### src/rtl/lsu_pkg.sv
// lsu_pkg: shared definitions for the load/store controller.
//   SZ_BYTE/SZ_HALF/SZ_WORD : request size encodings (2'b11 is treated as word)
//   lsu_state_t             : controller FSM states
//   norm_size               : folds the 2'b11 size encoding onto SZ_WORD
//   is_misaligned           : half with addr[0]=1, or word with addr[1:0]!=0
//   force_align             : clears the low address bits to the natural alignment
//   lane_extract            : picks a little-endian lane, then sign/zero-extends it
//   lane_merge              : replaces only the target lane(s) of an old word
package lsu_pkg;

   localparam logic [1:0] SZ_BYTE = 2'b00;
   localparam logic [1:0] SZ_HALF = 2'b01;
   localparam logic [1:0] SZ_WORD = 2'b10;

   typedef enum logic [2:0] {
      ST_IDLE,
      ST_RD_ISSUE,
      ST_RD_CAPT,
      ST_WRITE,
      ST_RESP
   } lsu_state_t;

   function automatic logic [1:0] norm_size(input logic [1:0] sz);
      return (sz == 2'b11) ? SZ_WORD : sz;
   endfunction

   // sz must already be normalised
   function automatic logic is_misaligned(input logic [1:0] sz, input logic [1:0] a);
      case (sz)
         SZ_BYTE: return 1'b0;
         SZ_HALF: return a[0];
         default: return |a;
      endcase
   endfunction

   function automatic logic [1:0] force_align(input logic [1:0] sz, input logic [1:0] a);
      case (sz)
         SZ_BYTE: return a;
         SZ_HALF: return {a[1], 1'b0};
         default: return 2'b00;
      endcase
   endfunction

   function automatic logic [31:0] lane_extract(input logic [31:0] word,
                                                input logic [1:0]  a,
                                                input logic [1:0]  sz,
                                                input logic        uns);
      logic [7:0]  b;
      logic [15:0] h;
      b = word[{a, 3'b000} +: 8];
      h = a[1] ? word[31:16] : word[15:0];
      case (sz)
         SZ_BYTE: return uns ? {24'h0, b} : {{24{b[7]}}, b};
         SZ_HALF: return uns ? {16'h0, h} : {{16{h[15]}}, h};
         default: return word;
      endcase
   endfunction

   function automatic logic [31:0] lane_merge(input logic [31:0] old,
                                              input logic [31:0] wd,
                                              input logic [1:0]  a,
                                              input logic [1:0]  sz);
      logic [31:0] w;
      w = old;
      case (sz)
         SZ_BYTE: w[{a, 3'b000} +: 8] = wd[7:0];
         SZ_HALF: begin
            if (a[1]) w[31:16] = wd[15:0];
            else      w[15:0]  = wd[15:0];
         end
         default: w = wd;
      endcase
      return w;
   endfunction

endpackage

### src/rtl/lsu_align.sv
// lsu_align: combinational lane logic for the load/store controller.
//   word_i     : word read from DMEM
//   addr_lo_i  : byte offset within the word (already aligned for the size)
//   size_i     : normalised access size
//   unsigned_i : 1 = zero-extend loads, 0 = sign-extend
//   wdata_i    : right-justified store data
//   ld_data_o  : extracted and extended load result
//   st_word_o  : word_i with the target lane(s) replaced by wdata_i
module lsu_align
   import lsu_pkg::*;
(
   input  logic [31:0] word_i,
   input  logic [1:0]  addr_lo_i,
   input  logic [1:0]  size_i,
   input  logic        unsigned_i,
   input  logic [31:0] wdata_i,
   output logic [31:0] ld_data_o,
   output logic [31:0] st_word_o
);

   assign ld_data_o = lane_extract(word_i, addr_lo_i, size_i, unsigned_i);
   assign st_word_o = lane_merge(word_i, wdata_i, addr_lo_i, size_i);

endmodule

### src/rtl/lsu_dmem_ctrl.sv
// lsu_dmem_ctrl: byte/half/word load-store controller in front of a DMEM with
// no byte enables (sync write, registered read). Sub-word stores are done as
// read-modify-write.
// Ports:
//   clk, reset                 : clock, async active-high reset
//   req_valid/req_ready        : request handshake (ready only in IDLE)
//   req_we, req_size, req_unsigned, req_addr, req_wdata : request fields
//   resp_valid, resp_rdata, resp_err : one-cycle completion, no backpressure
//   daddr, we, indata          : DMEM word address (byte form), write enable, data
//   outdata                    : DMEM read data, one cycle after daddr
// Build option: LSU_MISALIGN_TRAP_EN -- when defined, misaligned accesses skip
// DMEM and complete immediately with resp_err=1; otherwise the low address bits
// are forced to natural alignment and resp_err is always 0.
module lsu_dmem_ctrl
   import lsu_pkg::*;
#(
   parameter int AW         = 32,
   parameter int DW         = 32,
   parameter int DMEM_DEPTH = 1024
)(
   input  logic          clk,
   input  logic          reset,
   input  logic          req_valid,
   output logic          req_ready,
   input  logic          req_we,
   input  logic [1:0]    req_size,
   input  logic          req_unsigned,
   input  logic [AW-1:0] req_addr,
   input  logic [DW-1:0] req_wdata,
   output logic          resp_valid,
   output logic [DW-1:0] resp_rdata,
   output logic          resp_err,
   output logic [AW-1:0] daddr,
   output logic          we,
   output logic [DW-1:0] indata,
   input  logic [DW-1:0] outdata
);

   if (DW != 32 || DMEM_DEPTH < 1) begin : g_bad_cfg
      $error("lsu_dmem_ctrl supports DW=32 only");
   end

   lsu_state_t    state_q, state_d;
   logic [AW-1:0] addr_q;
   logic [1:0]    size_q;
   logic          uns_q;
   logic          st_q;
   logic [DW-1:0] data_q;   // store word: raw wdata, then merged word for RMW
   logic [DW-1:0] rdata_q;

   logic          acc;
   logic [1:0]    sz_n;
   logic [DW-1:0] ld_data, st_word;

   assign acc  = req_valid && (state_q == ST_IDLE);
   assign sz_n = norm_size(req_size);

`ifdef LSU_MISALIGN_TRAP_EN
   logic misal;
   logic err_q;
   assign misal = is_misaligned(sz_n, req_addr[1:0]);
`endif

   lsu_align u_align (
      .word_i     (outdata),
      .addr_lo_i  (addr_q[1:0]),
      .size_i     (size_q),
      .unsigned_i (uns_q),
      .wdata_i    (data_q),
      .ld_data_o  (ld_data),
      .st_word_o  (st_word)
   );

   // state register
   always_ff @(posedge clk or posedge reset) begin
      if (reset) state_q <= ST_IDLE;
      else       state_q <= state_d;
   end

   // next state
   always_comb begin
      state_d = state_q;
      case (state_q)
         ST_IDLE: begin
            if (req_valid) begin
`ifdef LSU_MISALIGN_TRAP_EN
               if (misal)                               state_d = ST_RESP;
               else
`endif
               if (req_we && sz_n == SZ_WORD)           state_d = ST_WRITE;
               else                                     state_d = ST_RD_ISSUE;
            end
         end
         ST_RD_ISSUE: state_d = ST_RD_CAPT;
         ST_RD_CAPT:  state_d = st_q ? ST_WRITE : ST_RESP;
         ST_WRITE:    state_d = ST_RESP;
         ST_RESP:     state_d = ST_IDLE;
         default:     state_d = ST_IDLE;
      endcase
   end

   // outputs: decoded from state so reset drops we in the same cycle
   always_comb begin
      req_ready  = (state_q == ST_IDLE);
      we         = (state_q == ST_WRITE);
      resp_valid = (state_q == ST_RESP);
      daddr      = {addr_q[AW-1:2], 2'b00};
      indata     = data_q;
      resp_rdata = rdata_q;
`ifdef LSU_MISALIGN_TRAP_EN
      resp_err   = err_q;
`else
      resp_err   = 1'b0;
`endif
   end

   // request latch and datapath
   always_ff @(posedge clk or posedge reset) begin
      if (reset) begin
         addr_q  <= '0;
         size_q  <= SZ_WORD;
         uns_q   <= 1'b0;
         st_q    <= 1'b0;
         data_q  <= '0;
         rdata_q <= '0;
`ifdef LSU_MISALIGN_TRAP_EN
         err_q   <= 1'b0;
`endif
      end else if (acc) begin
         size_q  <= sz_n;
         uns_q   <= req_unsigned;
         st_q    <= req_we;
         data_q  <= req_wdata;
         rdata_q <= '0;
`ifdef LSU_MISALIGN_TRAP_EN
         addr_q  <= req_addr;
         err_q   <= misal;
`else
         addr_q  <= {req_addr[AW-1:2], force_align(sz_n, req_addr[1:0])};
`endif
      end else if (state_q == ST_RD_CAPT) begin
         if (st_q) data_q  <= st_word;
         else      rdata_q <= ld_data;
      end
   end

endmodule

### config.mk
export PLATFORM = sky130hd
export DESIGN_NAME = lsu_dmem_ctrl
export DESIGN_NICKNAME = d
export VERILOG_FILES = /design/src/rtl/lsu_pkg.sv /design/src/rtl/lsu_align.sv /design/src/rtl/lsu_dmem_ctrl.sv
export SDC_FILE = /design/constraint.sdc
export NUM_CORES = 1
export LEC_CHECK = 0
export ABC_AREA = 1
export CAP_MARGIN = 20
export CORE_MARGIN = 3
export CORE_UTILIZATION = 47
export DETAILED_ROUTE_END_ITERATION = 12
export MAX_ROUTING_LAYER = met4
export PLACE_DENSITY = 0.93
export SLEW_MARGIN = 0
export SYNTH_ARGS = -nofsm -noshare
export SYNTH_HDL_FRONTEND = slang
export SYNTH_SLANG_ARGS = --single-unit
### constraint.sdc
create_clock -name clk -period 4.3 [get_ports clk]
set_input_delay 0.86 -clock clk [delete_from_list [all_inputs] [get_ports clk]]
set_output_delay 0.86 -clock clk [all_outputs]
set_load 0.02 [all_outputs]
==> impl_metrics.toml <==
[sta]
layout_worst_path_cycle_share_pct = 60.19
final_max_slew_viol_count = 0
setup-violations-final = 0
rsz0062_at_grt = "no"
fin_hold_ws_ns = 0.4724
finClkSkew_ns = 0.005516
slew_headroom_pct = 47.42
fmax_ghz = 0.3864
finalHoldViolCount = 0
worst_pin_slew_ns = 0.7887
period_minus_slack_ns = 2.588
setup_tns_ns = 0
setup_ws_ns = 1.712

[synthesis]
synthCells = 881
synth_top_area_cell = "dfrtp_1"
synth_top_area_share_pct = 41.17
synth.distinct_cells = 36
syn_area_um2 = 6200
synth.area.top_cells = "dfrtp_1, nand2_1, o21ai_0"
syn_area_per_cell_um2 = 7.037
synth-seq-cells = 103
yosysWarnings = 0
ys_seq_area_share_pct = 41.59

[worst_setup_path]
reg2reg_depth = 9
slowest_stage = "clkdlybuf4s50_1"
critPathRequiredTime_ns = 3.44
worstPathMaxFanout = 4
cp-start-kind = "flop"
reg2reg_slack_ns = 1.75
crit_buf_inv = 2
cp.arrival_ns = 1.73
worstSetupEndpointType = "output port"
critical-path-top-delay-family = "buffers and inverters"
r2r_end = "indata[13]$_DFFE_PP0P_"
cp_cell_sequence = "nor2_4 > nand2_1 > inv_1 > clkdlybuf4s50_1"
max_stage_delay_ns = 0.59
r2r_start = "size_q[1]$_DFFE_PP1P_"
crit_type = "reg2out"

[die]
io_pins = 203
die-area_um2 = 14600
die_h_um = 120.9
die_x_um = 120.9
rows = 41
coreArea_um2 = 12770
start_util_pct = 48.54

[pwr]
leakagePower_nw = 4.063
power_mw = 5.793
power_density_nw_per_um2 = 703.4
vdd_drop_max_uv = 422.7

[cts]
ctsResizeCount = 0
post-cts-setup-buffers = 0
clk_latency_ns = 0.35
cts_tree = "yes"
cts_buffers = 9
clkTransAtPathRegs_ns = 0.07
cts_hold_buffers = 0
htreeDepth = 3
cts_sinks = 103
cts_root_buf = "clkbuf_16"
clk_path_buf_depth = 2

[finish]
nets = 1133
mostFrequentLayoutCells = "nand2_1, clkdlybuf4s50_1, dfrtp_1"
antenna_cells = 0
final_common_cell = "nand2_1"
drive_above_1_share_pct = 5.637
area_growth_pct = 32.84
fin_util_pct = 64.47

[place]
portBuffers = 199
place_congestion = 0.9985
hpwl_um = 14740
preCtsSetupSlack_ns = 1.719

[drt]
drc = 0
drt-total-wl_um = 19710
viasPerCell = 5.289
vias = 6352
antenna_left = 0
drt-initial-drc-count = 635
wl_per_cell_um = 16.41
dr.pass1.iters = 8

[worst_hold_path]
min-delay-start = "st_q$_DFFE_PP0P_"
worstHoldPathType = "reg2reg"
hold_depth = 1
hold_end = "state_q[2]$_DFFE_PP0P_"

[run_status]
status = "completed"

[grt]
grtUsageTotal_pct = 27.35
antenna_found_initial = 0
grt_start_max_net_pins = 67
grt_pass1_wl_um = 30790
grt_pass1_vias = 5918
grt_overflow_total = 0

[flow_run]
drv_cap = 0
## routing by layer
layer	GRT usage [%]	share of wire, %	wire length [um]
met1	35.75	40	7933
met2	42.93	48	9507
met4	10.34	3.1	606
met3	4.615	8.4	1663
met5	-	0	0
## per-stage QoR
step	area, um2	std cells
2_1_floorplan	6207	883
3_3_place_gp	7961	1186
3_5_place_dp	7961	1186
4_1_cts	8235	1201
5_1_grt	8235	1201
6_report	8235	1201
## flip-flops by register name (all words and copies together) (netlist names)
register / flops
addr_q: 32
resp_rdata: 32
size_q: 2
state_q: 3
uns_q: 1
indata: 32
st_q: 1
## how the worst max path moves through the flow
stage / start / to / slack [ns] / cells past startpoint
2_1_floorplan: reset / addr_q[0]$_DFFE_PP0P_ / 0.74 / 1
3_3_place_gp: req_valid / indata[18]$_DFFE_PP0P_ / 1.78 / 8
3_5_place_dp: req_valid / indata[22]$_DFFE_PP0P_ / 1.72 / 8
4_1_cts: state_q[0]$_DFFE_PP0P_ / req_ready / 1.71 / 4
5_1_grt: addr_q[1]$_DFFE_PP0P_ / indata[23]$_DFFE_PP0P_ / 1.54 / 11
6_report: state_q[0]$_DFFE_PP0P_ / req_ready / 1.71 / 4
## worst register-to-register path: cells and delay by family, from the launching register on
kind,cells,cell delay [ns]
compound gates,1,0.16
buf+inv,2,0.42
flops,1,0.88
simple gates,6,0.98
## layout make-up
cell class / count / area, um2
clock inverter: 4 / 31.28
multi-input combinational: 637 / 2864
inverter: 69 / 266.5
sequential: 103 / 2579
timing repair buffer: 205 / 2037
clock buffer: 11 / 242.7
tap: 172 / 215.2
fill: 1121 / 4538
## where the power goes
group / switching, mW / total, mW / internal [mW] / leakage, nW
combinational: 2.04 / 3.30 / 1.26 / 2.62
clock: 0.371 / 0.778 / 0.408 / 0.124
sequential: 0.346 / 1.71 / 1.37 / 1.32
## cell families (layout without fill, tap and decap cells)
logic type / after synthesis / count (layout) / share of synthesized area (%)
buffers and inverters: 143 / 289 / 12.33
AND/OR/NAND/NOR: 509 / 509 / 34.45
flip-flops: 103 / 103 / 41.59
other: 1 / 3 / 0.06049
adder cells (fa/ha/maj): 5 / 5 / 1.009
AO/OA/AOI/OAI: 120 / 120 / 10.56
## cells in the mapped netlist
| cell type | instances |
|---|---|
| or2_0 | 3 |
| nand3_4 | 3 |
| o21ai_1 | 6 |
| nand3_1 | 51 |
| or2_2 | 2 |
| o211ai_1 | 5 |
| inv_2 | 7 |
| o221ai_1 | 2 |
| conb_1 | 1 |
| nor2_2 | 4 |
| nand3_2 | 2 |
| nor2_8 | 1 |
| a31oi_1 | 2 |
| buf_2 | 15 |
| inv_4 | 2 |
| o22ai_1 | 1 |
| a22o_1 | 5 |
| nand4_1 | 2 |
| clkbuf_1 | 10 |
| ha_1 | 5 |
| clkinv_1 | 2 |
| inv_1 | 58 |
| buf_6 | 6 |
| nand2_4 | 4 |
| nor3_1 | 3 |
| dfrtp_1 | 102 |
| nand2_2 | 6 |
| buf_4 | 42 |
| clkbuf_2 | 1 |
| nor2_4 | 2 |
| o21ai_0 | 80 |
| dfstp_2 | 1 |
| nor2_1 | 59 |
| a21oi_1 | 16 |
| o21ai_2 | 3 |
| nand2_1 | 367 |
No activity file was read; power rests on OpenSTA's default activity.
